==> src/rtl/morra_tabellone.sv <==
// morra_tabellone: match scoreboard for a two-player morra game.
// Counts manche results, ends a match by margin or by manche limit, and
// reports the final result. Optional PARTITA consistency checker is compiled
// only when the MORRA_CHECK_EN macro is defined.
module morra_tabellone #(
  parameter int unsigned MIN_MANCHE = 4,
  parameter int unsigned MAX_MANCHE = 16,
  parameter int unsigned MARGIN     = 2
) (
  input  logic       clk,
  input  logic       rst,
  input  logic       INIZIA,
  input  logic [1:0] MANCHE,
  input  logic [1:0] PARTITA,
  output logic [4:0] PUNTI_PRIMO,
  output logic [4:0] PUNTI_SECONDO,
  output logic [4:0] PAREGGI,
  output logic [4:0] GIOCATE,
  output logic [1:0] ESITO,
  output logic [1:0] STATO,
  output logic       FINE_P
);

  typedef enum logic [1:0] {
    StIdle   = 2'b00,
    StGioco  = 2'b01,
    StFine   = 2'b10,
    StErrore = 2'b11
  } stato_e;

  localparam logic [4:0] LpMin    = 5'(MIN_MANCHE);
  localparam logic [4:0] LpMax    = 5'(MAX_MANCHE);
  localparam logic [5:0] LpMargin = 6'(MARGIN);

  stato_e      r_stato, w_stato_d;
  logic [4:0]  r_p1, r_p2, r_par, r_gio;
  logic [4:0]  w_p1_d, w_p2_d, w_par_d, w_gio_d;
  logic [4:0]  w_n_p1, w_n_p2, w_n_par, w_n_gio;
  logic [1:0]  r_esito, w_esito_d;
  logic        r_fine_p, w_fine_p_d;
  logic        w_valid;
  logic signed [5:0] w_diff;
  logic [5:0]  w_abs;
  logic [1:0]  w_leader;
  logic        w_end;
  logic        w_mismatch;

  // Post-increment counter values and end-of-match evaluation
  always_comb begin
    w_valid  = (MANCHE != 2'b00);
    w_n_p1   = r_p1  + {4'b0, MANCHE == 2'b01};
    w_n_p2   = r_p2  + {4'b0, MANCHE == 2'b10};
    w_n_par  = r_par + {4'b0, MANCHE == 2'b11};
    w_n_gio  = r_gio + {4'b0, w_valid};
    w_diff   = $signed({1'b0, w_n_p1}) - $signed({1'b0, w_n_p2});
    w_abs    = w_diff[5] ? 6'(-w_diff) : 6'(w_diff);
    w_leader = w_diff[5] ? 2'b10 : ((w_diff == 6'sd0) ? 2'b11 : 2'b01);
    w_end    = w_valid && (((w_n_gio >= LpMin) && (w_abs >= LpMargin)) || (w_n_gio == LpMax));
  end

`ifdef MORRA_CHECK_EN
  // Engine status must read 00 while running and the final result on the ending edge
  always_comb begin
    w_mismatch = (PARTITA != (w_end ? w_leader : 2'b00));
  end
`else
  logic w_unused_partita;
  assign w_unused_partita = ^PARTITA;
  assign w_mismatch       = 1'b0;
`endif

  // Next-state and next-counter logic; INIZIA overrides everything else
  always_comb begin
    w_stato_d  = r_stato;
    w_p1_d     = r_p1;
    w_p2_d     = r_p2;
    w_par_d    = r_par;
    w_gio_d    = r_gio;
    w_esito_d  = r_esito;
    w_fine_p_d = 1'b0;
    if (INIZIA) begin
      w_stato_d = StGioco;
      w_p1_d    = '0;
      w_p2_d    = '0;
      w_par_d   = '0;
      w_gio_d   = '0;
      w_esito_d = 2'b00;
    end else if (r_stato == StGioco) begin
      if (w_valid && (r_gio == LpMax)) begin
        // Overflow guard: counters hold rather than wrap
        w_stato_d = StErrore;
      end else begin
        if (w_valid) begin
          w_p1_d  = w_n_p1;
          w_p2_d  = w_n_p2;
          w_par_d = w_n_par;
          w_gio_d = w_n_gio;
        end
        if (w_mismatch) begin
          w_stato_d = StErrore;
        end else if (w_end) begin
          w_stato_d  = StFine;
          w_esito_d  = w_leader;
          w_fine_p_d = 1'b1;
        end
      end
    end
  end

  // State and counter registers with synchronous reset
  always_ff @(posedge clk) begin
    if (rst) begin
      r_stato  <= StIdle;
      r_p1     <= '0;
      r_p2     <= '0;
      r_par    <= '0;
      r_gio    <= '0;
      r_esito  <= 2'b00;
      r_fine_p <= 1'b0;
    end else begin
      r_stato  <= w_stato_d;
      r_p1     <= w_p1_d;
      r_p2     <= w_p2_d;
      r_par    <= w_par_d;
      r_gio    <= w_gio_d;
      r_esito  <= w_esito_d;
      r_fine_p <= w_fine_p_d;
    end
  end

  assign PUNTI_PRIMO   = r_p1;
  assign PUNTI_SECONDO = r_p2;
  assign PAREGGI       = r_par;
  assign GIOCATE       = r_gio;
  assign ESITO         = r_esito;
  assign STATO         = r_stato;
  assign FINE_P        = r_fine_p;

endmodule

==> config.mk <==
export PLATFORM = sky130hd
export DESIGN_NAME = morra_tabellone
export DESIGN_NICKNAME = d
export VERILOG_FILES = /design/src/rtl/morra_tabellone.sv
export SDC_FILE = /design/constraint.sdc
export NUM_CORES = 1
export LEC_CHECK = 0
export ABC_AREA = 1
export CORE_MARGIN = 1
export CORE_UTILIZATION = 46
export DETAILED_ROUTE_END_ITERATION = 16
export PLACE_DENSITY = 0.75
export SETUP_SLACK_MARGIN = 0.2
export SLEW_MARGIN = 20
export SYNTH_ARGS = -nofsm -noshare
export SYNTH_HDL_FRONTEND = slang
export SYNTH_SLANG_ARGS = --single-unit
==> constraint.sdc <==
create_clock -name clk -period 2.5 [get_ports clk]
set_input_delay 0.5 -clock clk [delete_from_list [all_inputs] [get_ports clk]]
set_output_delay 0.5 -clock clk [all_outputs]
set_load 0.1 [all_outputs]
==> flow_summary.yaml, run 1 <==
outcome:
  outcome: "finished, violations left"
  violations: "negative setup slack"
yosys:
  synthTopCellsByArea: "dfxtp_1 31%, nand2_1 11%, ha_1 9.4%"
  syn_nets: 245
  synth_top_family_by_area: "simple AND/OR/NAND/NOR gates"
  synth_top_cell_by_area: "dfxtp_1"
  synthAdderAreaFrac_pct: 10.67
  synthMuxAreaShare_pct: 0
  ys_ff_latch: 25
  synthesis.area_um2: 1595
  synth_top_area_share_pct: 31.37
  synth_xor_xnor_area_share_pct: 6.510
  synth-simple-area-share_pct: 27.76
  ys_seq_area_share_pct: 31.37
  ys_warn_count: 0
  syn_area_per_cell_um2: 7.090
  synth_compound_area_share_pct: 13.80
  netlist-cell-type-count: 23
  syn_inst: 225
clocking:
  path_clk_slew_ns: 0.15
  htreeDepth: 1
  clk_latency_ns: 0.32
  clockBufferDepth: 2
  cts.sinks: 25
  cts_hold_buf: 0
  cts_inserted_buffers: 3
  tritoncts: "built"
  cts_root_buf: "clkbuf_4"
timing:
  drv_slew: 0
  fin_crit_ns: 2.506
  period_share_pct: 100.3
  setup_violations: 1
  worst_slack_ns: -0.006259
  clock_skew_ns: 0.006649
  hold_viol_final: 0
  max_clock_freq_mhz: 399.0
  worst_hold_slack_ns: 0.4833
  relSlewSlack_pct: 71.43
  rsz0062_at_grt: "yes"
  tightest_slew_ns: 0.4281
  setup-tns-final_ns: -0.006259
die:
  initial_utilization_pct: 47.81
  core_um2: 3337
  rows: 21
  dieArea_um2: 3708
  die_w_um: 60.89
  ioPinCount: 32
  die_h_um: 60.89
drt:
  vias_per_cell: 4.954
  route.detailed.drc: 0
  num_vias: 1610
  wire_per_inst_um: 12.08
  routed_wl_mm: 3.925
  first_pass_iters: 4
  drtIter0Drc: 78
  antenna_left: 0
finish:
  diodes: 0
  stdcell_count: 325
  area_delta_synth_final_pct: 44.00
  nets: 300
  drive_above_1_share_pct: 39.43
worst_setup_path:
  cp.arrival_ns: 2.77
  crit_type: "in -> reg"
  startpoint_type: "input pin"
  worstPathRequired_ns: 2.76
  crit_fanout: 4
  critPathCaptureType: "register"
power_and_ir_drop:
  p_leak_nw: 1.036
  max-vdd-ir-drop_mv: 0.2390
  p_per_area_nw_per_um2: 424.4
place:
  dp.cells: 316
  hpwl_mm: 2.791
  port_buffers: 29
  place_congestion: 0.8295
global_routing:
  grt_pass1_vias: 1384
  grt_max_degree: 14
  grt_pass1_wl_mm: 5.775
  grt_overflow_total: 0
  grt.total_usage_pct: 20.52
  antenna_found_initial: 0
flow_run:
  drv_cap: 0
hold_path:
  hp-class: "reg -> reg"
Yosys cell counts:
library cell	count
nand3_2	4
a21oi_2	3
clkbuf_1	2
nand3_1	20
xor2_1	9
dfxtp_1	25
o21ai_0	14
xor2_2	1
nand2_1	45
nor2_1	19
nor2_2	1
a31oi_4	1
a211oi_1	1
xnor2_1	1
nand2_2	3
ha_1	12
nor3_2	2
inv_1	36
nand4_1	2
a21oi_1	19
nor3_1	1
fa_1	1
buf_2	3
cells in the final DEF (no fill, tap or decap), types with 8 or more instances in the layout:
cell / count
inv_1: 29
o21ai_0: 13
dfxtp_1: 15
a21oi_1: 18
nor2_1: 16
nand2_1: 39
buf_4: 50
nand3_1: 17
nand2_2: 8
registers in the layout (all words and copies together) (netlist names):
signal         cells
PUNTI_PRIMO        5
FINE_P             1
GIOCATE            5
ESITO              2
PAREGGI            5
PUNTI_SECONDO      5
STATO              2
routing by layer:
metal / track usage (%) / vias to the layer above / routed length [um]
li1: - / 831 / -
met1: 27.67 / 735 / 1832
met2: 33.91 / 38 / 1914
met3: 3.198 / 6 / 122
met4: 5.844 / 0 / 55
met5: 0 / - / 0
through the flow:
step	power, mW	utilization (%)	cell area, um^2	setup slack [ns]
after floorplan	0.6490	-	1658	-0.05094
after global placement	0.7338	62.28	2078	-0.7758
after detailed placement	0.7376	62.28	2078	-0.8319
after CTS	0.9291	63.89	2132	-0.1701
after global routing	1.028	68.84	2297	-0.1228
final	0.9749	68.84	2297	-0.006259
power by group:
group,internal (mW),total (mW),switching [mW]
combinational,0.140,0.370,0.229
sequential,0.406,0.418,0.0117
clock,0.0623,0.188,0.125
total,0.609,0.975,0.366
final cells by class:
cell class,count,area [um^2]
tap,46,57.56
clock buffer,4,26.28
sequential,25,523.0
inverter,36,152.6
multi-input combinational,159,1115
timing repair buffer,55,422.9
fill,283,1040
critical path, cell delays in order:
cell     delay [ns]
buf_6          0.09
buf_6          0.12
inv_12         0.06
nand2_8        0.05
xor2_2         0.15
inv_2          0.08
ha_4           0.15
inv_4          0.03
fa_1           0.49
inv_2          0.06
ha_4           0.22
nor2_4         0.08
nand3_2        0.07
nor2_1         0.08
nand3_1        0.08
nand2_1        0.08
nand2_2        0.09
nand3_4        0.10
nand2_2        0.06
a21oi_2        0.12
repair_timing:
item / CTS / global route
setup buffers: 2 / 3
pin swaps: 14 / 19
gates resized for setup: 13 / 30
endpoints found under the setup margin: 5 / 5
final timing paths:
| check | from | to | slack [ns] | depth (start not counted) |
|---|---|---|---|---|
| max | MANCHE[0] | ESITO[1] | -0.006 | 20 |
| min | ESITO[0] | ESITO[0] | 0.48 | 2 |
| max reg2reg | PUNTI_SECONDO[0] | ESITO[1] | 0.02 | 16 |
| min reg2reg | ESITO[0] | ESITO[0] | 0.48 | 2 |
cell families (layout without fill, tap and decap cells):
family                   count (synthesis)  count (layout)
flip-flops                              25              25
AND/OR/NAND/NOR                         97              97
XOR/XNOR                                11              11
buffers and inverters                   41              95
AO/OA/AOI/OAI                           38              38
adder cells (fa/ha/maj)                 13              13
No activity file was read; power rests on OpenSTA's default activity.
==> inputs of run 2 (changes only) <==
Settings changed: HOLD_SLACK_MARGIN from default to 0.05.
==> results of run 2 <==
The final DEF is identical to that of run 1; final timing and power are the same.
==> inputs of run 3 (changes only) <==
Settings changed: CORE_UTILIZATION 46 to 55, PLACE_DENSITY 0.75 to 0.85.
Clock period 2.5 ns to 2.9 ns, I/O delays scaled along.
==> run 3 against run 2 <==
  * The run now ends clean
  * Design area is 2.9% lower
  * Worst hold slack better by 0.0034 ns
  * Via count is 6.8% higher
  * Sequential power is 14% lower
  * Global-route usage is 6.0 points higher
  * Clock skew is 0.0012 ns lower
  * Setup slack better by 0.22 ns
  * Critical path depth stayed put
  * Final cell count is 3.1% lower
  * Critical endpoint is now PUNTI_SECONDO[0]
==> flow_summary.yaml, run 3 (synthesis results as in run 1) <==
worst_setup_path:
  critPathMaxStageDelay_ns: 0.18
  worst_path_most_repeated_cell: "buf_4"
  crit_slowest_cell: "xor2_1"
  worstPathRequired_ns: 3.14
  cp.arrival_ns: 2.92
  crit_chain: "buf_8 > inv_4 > nand2_4 > xor2_1 > inv_1 > buf_4 > buf_4 > buf_4 > buf_4 > buf_4 > buf_4 > buf_4 > buf_4 > buf_4 > buf_4 > buf_4 > buf_4 > buf_4 > o21ai_2 > a21oi_2"
  startpoint_type: "input pin"
  crit_fanout: 3
  critPathCaptureType: "register"
  crit_type: "in -> reg"
die:
  ioPinCount: 32
  core_um2: 2758
  die_w_um: 55.86
  die_h_um: 55.86
  initial_utilization_pct: 57.85
  dieArea_um2: 3120
  rows: 19
finish:
  drive_above_1_share_pct: 35.92
  final_common_cell: "buf_4"
  diodes: 0
  fin_util_pct: 80.90
  nets: 305
  stdcell_area_um2: 2231
  fillers: 189
  area_delta_synth_final_pct: 39.84
  final_cell_mix: "56 x buf_4, 42 x nand2_1, 32 x inv_1, 20 x dfxtp_1, 20 x nand3_1"
clocking:
  tritoncts: "built"
  clk_latency_ns: 0.34
  cts_inserted_buffers: 3
  path_clk_slew_ns: 0.16
  htreeDepth: 1
  clockBufferDepth: 2
  cts_hold_buf: 0
  cts.sinks: 25
  cts_root_buf: "clkbuf_4"
timing:
  clock_skew_ns: 0.005400
  setup_violations: 0
  drv_slew: 0
  relSlewSlack_pct: 62.66
  fin_crit_ns: 2.681
  max_clock_freq_mhz: 373.0
  rsz0062_at_grt: "yes"
  tightest_slew_ns: 0.5594
  period_share_pct: 92.46
  hold_viol_final: 0
drt:
  num_vias: 1719
  vias_per_cell: 5.457
  wire_per_inst_um: 14.56
  routed_wl_mm: 4.587
  antenna_left: 0
  route.detailed.drc: 0
  drtIter0Drc: 171
  first_pass_iters: 4
global_routing:
  grt_overflow_total: 0
  antenna_found_initial: 0
  grt_max_degree: 21
  grt_pass1_vias: 1499
  grt.total_usage_pct: 26.56
  grt_pass1_wl_mm: 6.534
power_and_ir_drop:
  p_leak_nw: 1.060
  p_per_area_nw_per_um2: 387.8
  max-vdd-ir-drop_mv: 0.4246
place:
  place_congestion: 0.8815
  hpwl_mm: 2.616
  port_buffers: 29
  place_area_um2: 1971
flow_run:
  drv_cap: 0
outcome:
  outcome: "finished clean"
hold_path:
  hp-class: "reg -> reg"
## run 3: changes by cell type in the layout (fill, tap and decap cells not counted), sizes merged
| cell | previous run | this run |
|---|---|---|
| clkbuf | 4 | 3 |
| clkinvlp | 0 | 1 |
| buf | 53 | 58 |
## run 3: stage by stage
step / setup TNS (ns) / std cells / setup WS [ns] / power [mW] / hold slack, ns
2_1_floorplan: 0 / 225 / 0.2296 / 0.5571 / 0.6284
4_1_cts: 0 / 313 / 0.2378 / 0.8160 / 0.4901
6_report: 0 / 315 / 0.2187 / 0.8651 / 0.4867
3_5_place_dp: -2.105 / 296 / -0.4485 / 0.6261 / 0.4673
3_3_place_gp: -1.867 / 296 / -0.4007 / 0.6201 / 0.4620
5_1_grt: 0 / 315 / 0.1756 / 0.9089 / 0.5200
## run 3: what timing repair did
item	CTS	global route
pin swaps	4	16
setup endpoints to repair	5	6
endpoints found under the hold margin	0	0
buffers inserted	13	2
cloned	0	0
gates resized for setup	13	27
## run 3: cell type report
type | instances | area, um^2 | area share (%)
clock buffer | 3 | 22.52 | 1.010
timing repair buffer | 60 | 466.7 | 20.92
inverter | 36 | 140.1 | 6.282
sequential | 25 | 511.7 | 22.94
multi-input combinational | 159 | 1044 | 46.78
clock inverter | 1 | 7.507 | 0.3365
tap | 31 | 38.79 | 1.739
## run 3: worst max-delay path: cells and delay by family
family | cells | cell delay (ns)
AO/OA/AOI/OAI | 2 | 0.20
XOR/XNOR | 1 | 0.18
buffers and inverters | 16 | 1.90
AND/OR/NAND/NOR | 1 | 0.06
## run 3: report_power, final
group          total (mW)  switching, mW  internal [mW]
registers           0.361        0.00931          0.351
logic               0.323          0.200          0.123
clock network       0.181          0.128         0.0530
## run 3: path summary, 6_finish.rpt
check | depth (start not counted) | slack, ns | start | endpoint
max | 20 | 0.22 | MANCHE[0] | PUNTI_SECONDO[0]
min | 2 | 0.49 | ESITO[0] | ESITO[0]
max reg2reg | 17 | 0.27 | PUNTI_SECONDO[0] | PUNTI_SECONDO[0]
min reg2reg | 2 | 0.49 | ESITO[0] | ESITO[0]
## run 3: routing by layer
metal	GRT usage, %	wire length (um)	vias up
li1	-	-	840
met1	33.73	1984	781
met2	44.23	2145	78
met3	4.186	281	20
met4	12.54	176	0
met5	0	0	-
